--- src/rtl/avst_gen_pkg.sv ---
// Shared types, word-layout bit offsets and LFSR definition for the Avalon-ST packet generator.
package avst_gen_pkg;

  typedef enum logic [1:0] {IDLE, SEND, GAP, DONE} state_t;

  localparam int VALID_BIT  = 8;
  localparam int CTRL_LSB   = 9;
  localparam int CTRL_WIDTH = 6;
  localparam int SOP_BIT    = 24;
  localparam int EOP_BIT    = 25;

  // x^31 + x^28 + 1, Fibonacci form: taps on state bits 30 and 27
  localparam int LFSR_WIDTH = 31;
  localparam int LFSR_TAP_A = 30;
  localparam int LFSR_TAP_B = 27;

  function automatic logic [LFSR_WIDTH-1:0] lfsr_step(input logic [LFSR_WIDTH-1:0] s);
    return {s[LFSR_WIDTH-2:0], s[LFSR_TAP_A] ^ s[LFSR_TAP_B]};
  endfunction

  function automatic logic [31:0] pack_word(input logic [7:0]            payload,
                                            input logic                  idx_nz,
                                            input logic [CTRL_WIDTH-1:0] ctrl,
                                            input logic                  sop,
                                            input logic                  eop);
    logic [31:0] w;
    w                          = '0;
    w[7:0]                     = payload;
    w[VALID_BIT]               = idx_nz;
    w[CTRL_LSB +: CTRL_WIDTH]  = ctrl;
    w[SOP_BIT]                 = sop;
    w[EOP_BIT]                 = eop;
    return w;
  endfunction

endpackage

--- src/rtl/avst_lfsr.sv ---
// Seedable 31-bit payload LFSR; exposes the low bits of the current and the next state
// so the generator can pick up the post-advance value in the same cycle it advances.
module avst_lfsr
  import avst_gen_pkg::*;
#(
  parameter int                    OUT_WIDTH = 7,
  parameter logic [LFSR_WIDTH-1:0] SEED      = LFSR_WIDTH'(1)
) (
  input  logic                 clk,
  input  logic                 reset,
  input  logic                 advance,
  output logic [OUT_WIDTH-1:0] cur_bits,
  output logic [OUT_WIDTH-1:0] nxt_bits
);

  logic [LFSR_WIDTH-1:0] state_q;
  logic [LFSR_WIDTH-1:0] state_nxt;

  assign state_nxt = lfsr_step(state_q);
  assign cur_bits  = state_q[OUT_WIDTH-1:0];
  assign nxt_bits  = state_nxt[OUT_WIDTH-1:0];

  always_ff @(posedge clk or posedge reset) begin
    if (reset) begin
      state_q <= SEED;
    end else if (advance) begin
      state_q <= state_nxt;
    end
  end

endmodule

--- src/rtl/avst_packet_gen.sv ---
// Avalon-ST framed packet generator: registered outputs, first SOP one cycle after enable,
// output word held stable while src_ready is low; packets round-robin over channels.
module avst_packet_gen
  import avst_gen_pkg::*;
#(
  parameter int          DATA_WIDTH    = 32,
  parameter int          PAYLOAD_WIDTH = 7,
  parameter int          NUM_CHANNELS  = 1,
  parameter int          CHANNEL_WIDTH = 1,
  parameter int          LEN_WIDTH     = 16,
  parameter logic [30:0] LFSR_SEED     = 31'h1
) (
  input  logic                     clk,
  input  logic                     reset,
  input  logic                     cfg_enable,
  input  logic [LEN_WIDTH-1:0]     cfg_len,
  input  logic [LEN_WIDTH-1:0]     cfg_lead,
  input  logic [LEN_WIDTH-1:0]     cfg_gap,
  input  logic [LEN_WIDTH-1:0]     cfg_num_pkts,
  input  logic [5:0]               cfg_ctrl,
  input  logic                     src_ready,
  output logic                     src_valid,
  output logic [DATA_WIDTH-1:0]    src_data,
  output logic                     src_sop,
  output logic                     src_eop,
  output logic [CHANNEL_WIDTH-1:0] src_channel,
  output logic                     busy,
  output logic                     done,
  output logic [LEN_WIDTH-1:0]     pkt_count
);

  state_t                 state;
  logic [LEN_WIDTH-1:0]   idx_q;
  logic [LEN_WIDTH-1:0]   len_q;
  logic [LEN_WIDTH-1:0]   lead_q;
  logic [LEN_WIDTH-1:0]   gap_q;
  logic [5:0]             ctrl_q;
  logic [LEN_WIDTH-1:0]   gap_cnt;
  logic                   from_lfsr_q;

  logic                     beat;
  logic                     last_beat;
  logic                     adv_word;
  logic                     start_pkt;
  logic                     stop_pkt;
  logic                     lfsr_adv;
  logic [PAYLOAD_WIDTH-1:0] lfsr_cur;
  logic [PAYLOAD_WIDTH-1:0] lfsr_nxt;
  logic [PAYLOAD_WIDTH-1:0] lfsr_avail;
  logic [PAYLOAD_WIDTH-1:0] nxt_pay;
  logic [LEN_WIDTH-1:0]     idx_nxt;
  logic                     nxt_from_lfsr;
  logic                     nxt_eop;
  logic [31:0]              nxt_word;
  logic [31:0]              sop_word;
  logic [LEN_WIDTH-1:0]     cfg_len_c;
  logic [LEN_WIDTH-1:0]     pkt_count_inc;
  logic                     num_reached;
  logic [CHANNEL_WIDTH-1:0] chan_nxt;

  assign beat      = src_valid & src_ready;
  assign last_beat = beat & src_eop;
  assign adv_word  = beat & ~src_eop;

  // The LFSR steps on the beat of a word that consumed it, so the following word
  // must see the post-step value in the same cycle.
  assign lfsr_adv   = beat & from_lfsr_q;
  assign lfsr_avail = lfsr_adv ? lfsr_nxt : lfsr_cur;

  avst_lfsr #(
    .OUT_WIDTH (PAYLOAD_WIDTH),
    .SEED      (LFSR_SEED)
  ) u_lfsr (
    .clk      (clk),
    .reset    (reset),
    .advance  (lfsr_adv),
    .cur_bits (lfsr_cur),
    .nxt_bits (lfsr_nxt)
  );

  assign cfg_len_c     = (cfg_len < LEN_WIDTH'(2)) ? LEN_WIDTH'(2) : cfg_len;
  assign idx_nxt       = idx_q + LEN_WIDTH'(1);
  assign nxt_from_lfsr = (idx_nxt >= lead_q);
  assign nxt_eop       = (idx_nxt == len_q - LEN_WIDTH'(1));
  assign nxt_pay       = nxt_from_lfsr ? lfsr_avail : '0;
  assign nxt_word      = pack_word(8'(nxt_pay), 1'b1, ctrl_q, 1'b0, nxt_eop);
  assign sop_word      = pack_word(8'h00, 1'b0, cfg_ctrl, 1'b1, 1'b0);

  assign pkt_count_inc = pkt_count + LEN_WIDTH'(1);
  assign num_reached   = (cfg_num_pkts != '0) && (pkt_count_inc == cfg_num_pkts);
  assign chan_nxt      = (src_channel == CHANNEL_WIDTH'(NUM_CHANNELS - 1)) ? '0
                                                                          : src_channel + CHANNEL_WIDTH'(1);

  always_comb begin
    start_pkt = 1'b0;
    stop_pkt  = 1'b0;
    case (state)
      IDLE: start_pkt = cfg_enable;
      SEND: begin
        if (last_beat) begin
          if (num_reached || !cfg_enable || (gap_q != '0)) stop_pkt  = 1'b1;
          else                                             start_pkt = 1'b1;
        end
      end
      GAP:  if (gap_cnt == '0) start_pkt = cfg_enable;
      default: ;
    endcase
  end

  always_ff @(posedge clk or posedge reset) begin
    if (reset) begin
      state     <= IDLE;
      busy      <= 1'b0;
      done      <= 1'b0;
      pkt_count <= '0;
      gap_cnt   <= '0;
    end else begin
      case (state)
        IDLE: begin
          if (cfg_enable) begin
            state     <= SEND;
            busy      <= 1'b1;
            pkt_count <= '0;
          end
        end
        SEND: begin
          if (last_beat) begin
            pkt_count <= pkt_count_inc;
            if (num_reached) begin
              state <= DONE;
              busy  <= 1'b0;
              done  <= 1'b1;
            end else if (!cfg_enable) begin
              state <= IDLE;
              busy  <= 1'b0;
            end else if (gap_q != '0) begin
              state   <= GAP;
              gap_cnt <= gap_q - LEN_WIDTH'(1);
            end
          end
        end
        GAP: begin
          if (gap_cnt == '0) begin
            if (cfg_enable) begin
              state <= SEND;
            end else begin
              state <= IDLE;
              busy  <= 1'b0;
            end
          end else begin
            gap_cnt <= gap_cnt - LEN_WIDTH'(1);
          end
        end
        DONE: begin
          if (!cfg_enable) begin
            state <= IDLE;
            done  <= 1'b0;
          end
        end
        default: state <= IDLE;
      endcase
    end
  end

  // Output word register; packet parameters are captured together with the SOP word.
  always_ff @(posedge clk or posedge reset) begin
    if (reset) begin
      src_valid   <= 1'b0;
      src_data    <= '0;
      src_sop     <= 1'b0;
      src_eop     <= 1'b0;
      src_channel <= '0;
      idx_q       <= '0;
      len_q       <= LEN_WIDTH'(2);
      lead_q      <= '0;
      gap_q       <= '0;
      ctrl_q      <= '0;
      from_lfsr_q <= 1'b0;
    end else begin
      if (last_beat) begin
        src_channel <= chan_nxt;
      end
      if (start_pkt) begin
        src_valid   <= 1'b1;
        src_data    <= DATA_WIDTH'(sop_word);
        src_sop     <= 1'b1;
        src_eop     <= 1'b0;
        idx_q       <= '0;
        len_q       <= cfg_len_c;
        lead_q      <= cfg_lead;
        gap_q       <= cfg_gap;
        ctrl_q      <= cfg_ctrl;
        from_lfsr_q <= 1'b0;
      end else if (adv_word) begin
        src_data    <= DATA_WIDTH'(nxt_word);
        src_sop     <= 1'b0;
        src_eop     <= nxt_eop;
        idx_q       <= idx_nxt;
        from_lfsr_q <= nxt_from_lfsr;
      end else if (stop_pkt) begin
        src_valid   <= 1'b0;
        src_data    <= '0;
        src_sop     <= 1'b0;
        src_eop     <= 1'b0;
        from_lfsr_q <= 1'b0;
      end
    end
  end

endmodule

--- config.mk ---
export PLATFORM = sky130hd
export DESIGN_NAME = avst_packet_gen
export DESIGN_NICKNAME = d
export VERILOG_FILES = /design/src/rtl/avst_gen_pkg.sv /design/src/rtl/avst_lfsr.sv /design/src/rtl/avst_packet_gen.sv
export SDC_FILE = /design/constraint.sdc
export NUM_CORES = 1
export LEC_CHECK = 0
export BUFFER_PORTS_ARGS = -buffer_cell sky130_fd_sc_hd__clkbuf_2
export CAP_MARGIN = 20
export CORE_ASPECT_RATIO = 0.6
export CORE_MARGIN = 3
export CORE_UTILIZATION = 45
export CTS_BUF_LIST = sky130_fd_sc_hd__clkbuf_16
export DETAILED_ROUTE_END_ITERATION = 10
export PLACE_DENSITY = 0.65
export SLEW_MARGIN = 20
export SYNTH_ARGS = -nofsm -noshare
export SYNTH_HDL_FRONTEND = slang
export SYNTH_SLANG_ARGS = --single-unit
--- constraint.sdc ---
create_clock -name clk -period 6.5 [get_ports clk]
set_input_delay 0.975 -clock clk [delete_from_list [all_inputs] [get_ports clk]]
set_output_delay 0.975 -clock clk [all_outputs]
set_load 0.005 [all_outputs]
# ---- Word level (Yosys, flattened, before mapping)
# Index checks and enable logic that the tools add are counted.
dict set report classes {
  addsub 6
  order_cmp 2
  eq_ne 16
  mux 53
  bitwise 6
  reduce_logical 21
}
# op n
set op_table {}
lappend op_table {{$mux 16} 10}
lappend op_table {{$mux 32} 3}
lappend op_table {{$pmux 16 s2} 2}
lappend op_table {{$sub 16x1->16 const B} 3}
lappend op_table {{$add 16x1->16 const B} 2}
lappend op_table {{$eq 16x16->1} 2}
lappend op_table {{$reduce_bool 16->1} 2}
lappend op_table {{$mux 1} 25}
lappend op_table {{$ne 2x2->1 const B} 9}
lappend op_table {{$ge 16x16->1} 1}
lappend op_table {{$logic_not 16->1} 1}
lappend op_table {{$lt 16x2->1 const B} 1}
lappend op_table {{$mux 2} 7}
lappend op_table {{$mux 7} 2}
lappend op_table {{$reduce_bool 2->1} 5}
lappend op_table {{$pmux 2 s4} 1}
lappend op_table {{$reduce_and 4->1} 2}
lappend op_table {{$pmux 1 s3} 2}
lappend op_table {{$reduce_and 6->1} 1}
lappend op_table {{$reduce_bool 3->1} 2}
lappend op_table {{$reduce_and 5->1} 1}
lappend op_table {{$and 1x1->1} 4}
lappend op_table {{$eq 2x2->1 const B} 2}
lappend op_table {{$ne 4x4->1 const B} 1}
lappend op_table {{other kinds (12)} 13}
dict set report totals {
  ff_bits 174
  in_bits 74
  output_inout_bits 54
}

# ---- Longest topological paths before layout
dict set report logic_depth {
  depth_word 11
  mapped_depth 15
  depth_no_buf 14
}

# ---- Hierarchy
# Synthesis repeated with hierarchy kept, for this count alone.
dict set report unflattened {
  cells_unflattened 949
  area_unflattened_um2 9101.2
}
# module n_inst cells_each area_each_um2
set modules_own_cells {}
lappend modules_own_cells {avst_packet_gen 1 869 7831.3}
lappend modules_own_cells {avst_lfsr 1 80 1270.0}

# ---- Least setup slack after synthesis
# Ideal clock, no wire load.
dict set report synth_timing {
  path_kind {register to register}
  start {register state[0]}
  end {register gap_cnt[12]}
  setup_ns 0.104
  arrival_ns 3.443
  required_time_ns 6.396
  slack_ns 2.954
  stages_incl_launch_ff 16
  path_buffers 4
  period_less_slack_ns 3.546
  path_cell_list {dfrtp_1 > inv_1 > ha_1 > buf_2 > buf_1 > buf_1 > clkbuf_1 > mux2i_1 > ha_1 > o21ai_0 > nor2_1 > nand3_1 > nor2_1 > or2_2 > o21ai_0 > a221oi_1}
}
dict set report synth_between {
  elab_chain_len 3
  word_cells_on_any_way 10
  classes_between {eq/ne: 7; mux: 1; reduce/logical: 2}
}
# element line
set synth_rtl {}
lappend synth_rtl {{start: declaration} avst_packet_gen.sv:32} ;# state_t state;
lappend synth_rtl {{start signal: assignment} avst_packet_gen.sv:112} ;# state <= IDLE;
lappend synth_rtl {{start signal: assignment} avst_packet_gen.sv:121} ;# state <= SEND;
lappend synth_rtl {{start signal: assignment} avst_packet_gen.sv:130} ;# state <= DONE;
lappend synth_rtl {{$eq 2x2->1 or $eq 2x1->1 (tied branches)} avst_packet_gen.sv:118} ;# case (state)
lappend synth_rtl {{$ne 2x2->1 (no line) or $reduce_bool 2->1 (tied branches)} --}
lappend synth_rtl {{$reduce_and 6->1 (no line)} --}
lappend synth_rtl {{end signal: assignment} avst_packet_gen.sv:138} ;# gap_cnt <= gap_q - LEN_WIDTH'(1);
lappend synth_rtl {{end signal: assignment} avst_packet_gen.sv:151} ;# gap_cnt <= gap_cnt - LEN_WIDTH'(1);
lappend synth_rtl {{end: declaration} avst_packet_gen.sv:38} ;# logic [LEN_WIDTH-1:0] gap_cnt;
# Parallel ways exist; a longest one is shown, timed or not.
# A chain may end at the register's enable or synchronous reset.

# ---- Final worst setup path
dict set report layout_timing {
  start {register state[0]}
  end {register gap_cnt[13]}
}
# Same word-level chain as after synthesis.

==> out/metrics.yaml <==
run_status:
  status: "finished clean"
setup_path:
  critical_path.top_delay_family: "compound AO/OA/AOI/OAI gates"
  required_ps: 6820
  worstSetupPathType: "flop to flop"
  critPathLaunch: "state[0]$_DFFE_PP0P_"
  crit_path_end_kind: "flop"
  crit_buf_inv: 2
  crit_arrival_ps: 4540
  crit_path_max_fanout: 23
  cp_slowest_stage_delay_ps: 820
  crit_chain: "inv_1 > ha_1 > buf_4 > mux2i_1 > o21ai_1 > nor3_1 > nand2_1 > a2111oi_0 > or2_2 > o21ai_0 > a221oi_1"
  worstReg2RegStart: "state[0]$_DFFE_PP0P_"
  startpoint_type: "flop"
  crit_slowest_cell: "a2111oi_0"
floorplanning:
  die_area_um2: 22200
  start_util_pct: 47.0
  row_count: 39
  io_pins: 128
  coreArea_um2: 19500
  die_w_um: 190
  dieHeight_um: 117
sta:
  period_needed_ps: 4230
  fin_crit_sh_pct: 65.0
  skew_ps: 9.26
  setup_viol: 0
  rsz0062_at_grt: "false"
  maxSlewHeadroom_pct: 38.5
  slew_violations: 0
  max_freq_mhz: 237
  worst_pin_slew_ps: 899
  hold_viol: 0
  finalSetupTns_ps: 0
  whs_ps: 497
finish:
  nets: 1090
  final_cell_mix: "dfrtp_1 (153), clkbuf_2 (110), nor2_1 (83)"
  area_growth_pct: 13.6
  drive_above_1_share_pct: 24.9
  finish.utilization_pct: 53.4
  final_common_cell: "dfrtp_1"
  num_antenna_cells: 0
clocking:
  cts_buffer_depth: 2
  insertion_delay_ps: 430
  post_cts.repair.setup_buffers: 0
  cts_hold_buf: 0
  cts_root_buffer: "clkbuf_16"
  cts_made_buffers: 17
  cts.sinks: 155
  htreeDepth: 4
  clkSlewWorstSetupHoldPaths_ps: 70
  cts_resized: 0
  tritoncts: "built"
job:
  max_cap_violations: 0
power:
  powerDensity_nw_per_um2: 227
  p_leak_nw: 4.88
  seq_power_share_pct: 44.7
  p_clk_share_pct: 43.6
  p_sw_mw: 0.596
  switching_share_pct: 25.1
  power.share.combinational_pct: 11.7
  ir_worst_vdd_v: 0.000190
  p_int_mw: 1.78
synthesis:
  synth_edf_count: 0
  syn_area_um2: 9180
  synth_cell_types: 66
  ys.flop_type: "dfrtp_1"
  yosysWarnings: 0
  avgSynthCellArea_um2: 10.2
  async_flop_share_pct: 100
  synth.ff_latch_count: 155
  ys_seq_area_share_pct: 42.3
  synthCells: 898
routing:
  drt_iter0_drc: 587
  vias: 6899
  avgRoutedWirePerCell_um: 17.0
  ant_nets: 0
  via_per_inst: 5.43
  route.detailed.drc: 0
  finalWirelength_um: 21600
  dr.pass1.iters: 5
place:
  dp_hpwl_um: 15500
  gp_congestion: 0.861
  io_buffer_count: 110
min_path:
  worstHoldStart: "u_lfsr.state_q[17]$_DFFE_PP0P_"
  hold_path_class: "flop to flop"
grt:
  grt_pass1_wl_um: 35700
  grt_pass1_vias: 6601
  grtUsageTotal_pct: 20.4
  grt_antenna_before_repair: 0
  grt_max_degree: 96
  grt-ovfl-total: 0
==> stage by stage <==
step / instances / setup WS (ps) / cell area, um2 / total power [mW]
after global routing: 1270 / 1840 / 10400 / 2.49
after floorplan: 914 / 1350 / 9240 / 1.27
after global placement: 1238 / 2460 / 9820 / 1.35
after detailed placement: 1238 / 2370 / 9820 / 1.36
final: 1270 / 2270 / 10400 / 2.37
after CTS: 1270 / 2350 / 10400 / 2.40
==> Yosys cell counts, types with 26 or more instances <==
cell     number  area [um2]
dfrtp_1     153        3830
nor2_1       83         312
nand2_1      57         214
xnor2_1      51         447
mux2_4       49         736
o21ai_0      41         205
inv_1        38         143
xor2_1       36         315
mux2_2       30         338
nor3_1       30         150
a21oi_1      26         130
buf_4        26         195
==> kinds of logic (layout without fill, tap and decap cells) <==
group,count (synthesis),after routing,synth area share [%]
multiplexers,97,97,13.7
AO/OA/AOI/OAI,151,151,10.8
flip-flops,155,155,42.3
buffers and inverters,98,188,5.67
other,1,17,0.0408
AND/OR/NAND/NOR,284,284,15.8
adder cells (fa/ha/maj),25,25,3.41
XOR/XNOR,87,87,8.30
==> worst reg2reg max path: stages (launching register included) <==
cell and delay [ps]:
dfrtp_1 410, inv_1 120, ha_1 640, buf_4 400, mux2i_1 280, o21ai_1 210, nor3_1 480, nand2_1 200
a2111oi_0 820, or2_2 230, o21ai_0 70, a221oi_1 260
==> final cells by class <==
type	count	area [um2]
clock buffer	17	425
clock inverter	15	184
fill	1785	9090
inverter	39	151
multi-input combinational	661	4840
sequential	155	3880
tap	266	333
timing repair buffer	117	616
==> power groups by stage <==
stage / registers [mW] / logic [mW] / clock network (mW)
after CTS: 1.06 / 0.281 / 1.06
after floorplan: 1.06 / 0.212 / 0
after detailed placement: 1.08 / 0.280 / 0
final: 1.06 / 0.278 / 1.03
after global placement: 1.07 / 0.275 / 0
after global routing: 1.07 / 0.321 / 1.10
==> final timing paths <==
| check | endpoint | slack (ps) | cells past startpoint |
|---|---|---|---|
| setup / recovery | gap_cnt[13]$_DFFE_PP0P_ | 2270 | 11 |
| setup reg to reg | gap_cnt[13]$_DFFE_PP0P_ | 2270 | 11 |
| hold / removal | u_lfsr.state_q[18]$_DFFE_PP0P_ | 500 | 1 |
| max in group asynchronous | gap_q[2]$_DFFE_PP0N_ | 4420 | 3 |
| min in group asynchronous | gap_cnt[6]$_DFFE_PP0P_ | 740 | 2 |
| hold reg to reg | u_lfsr.state_q[18]$_DFFE_PP0P_ | 500 | 1 |
==> sequential cells by signal, summed over array words and instances (netlist names), 6 cells and up <==
| register | count |
|---|---|
| gap_cnt | 16 |
| idx_q | 16 |
| gap_q | 16 |
| pkt_count | 16 |
| len_q | 16 |
| src_data | 16 |
| ctrl_q | 6 |
| lead_q | 16 |
| u_lfsr.state_q | 31 |
==> routing by layer <==
layer | global-route usage (%) | vias to the layer above | part of all wire [%]
li1 | - | 3329 | -
met1 | 32.7 | 3339 | 55
met2 | 27.3 | 215 | 38
met3 | 5.10 | 16 | 6.7
met4 | 4.74 | 0 | 0.87
met5 | 0 | - | 0
(Power assumes the default switching activity.)
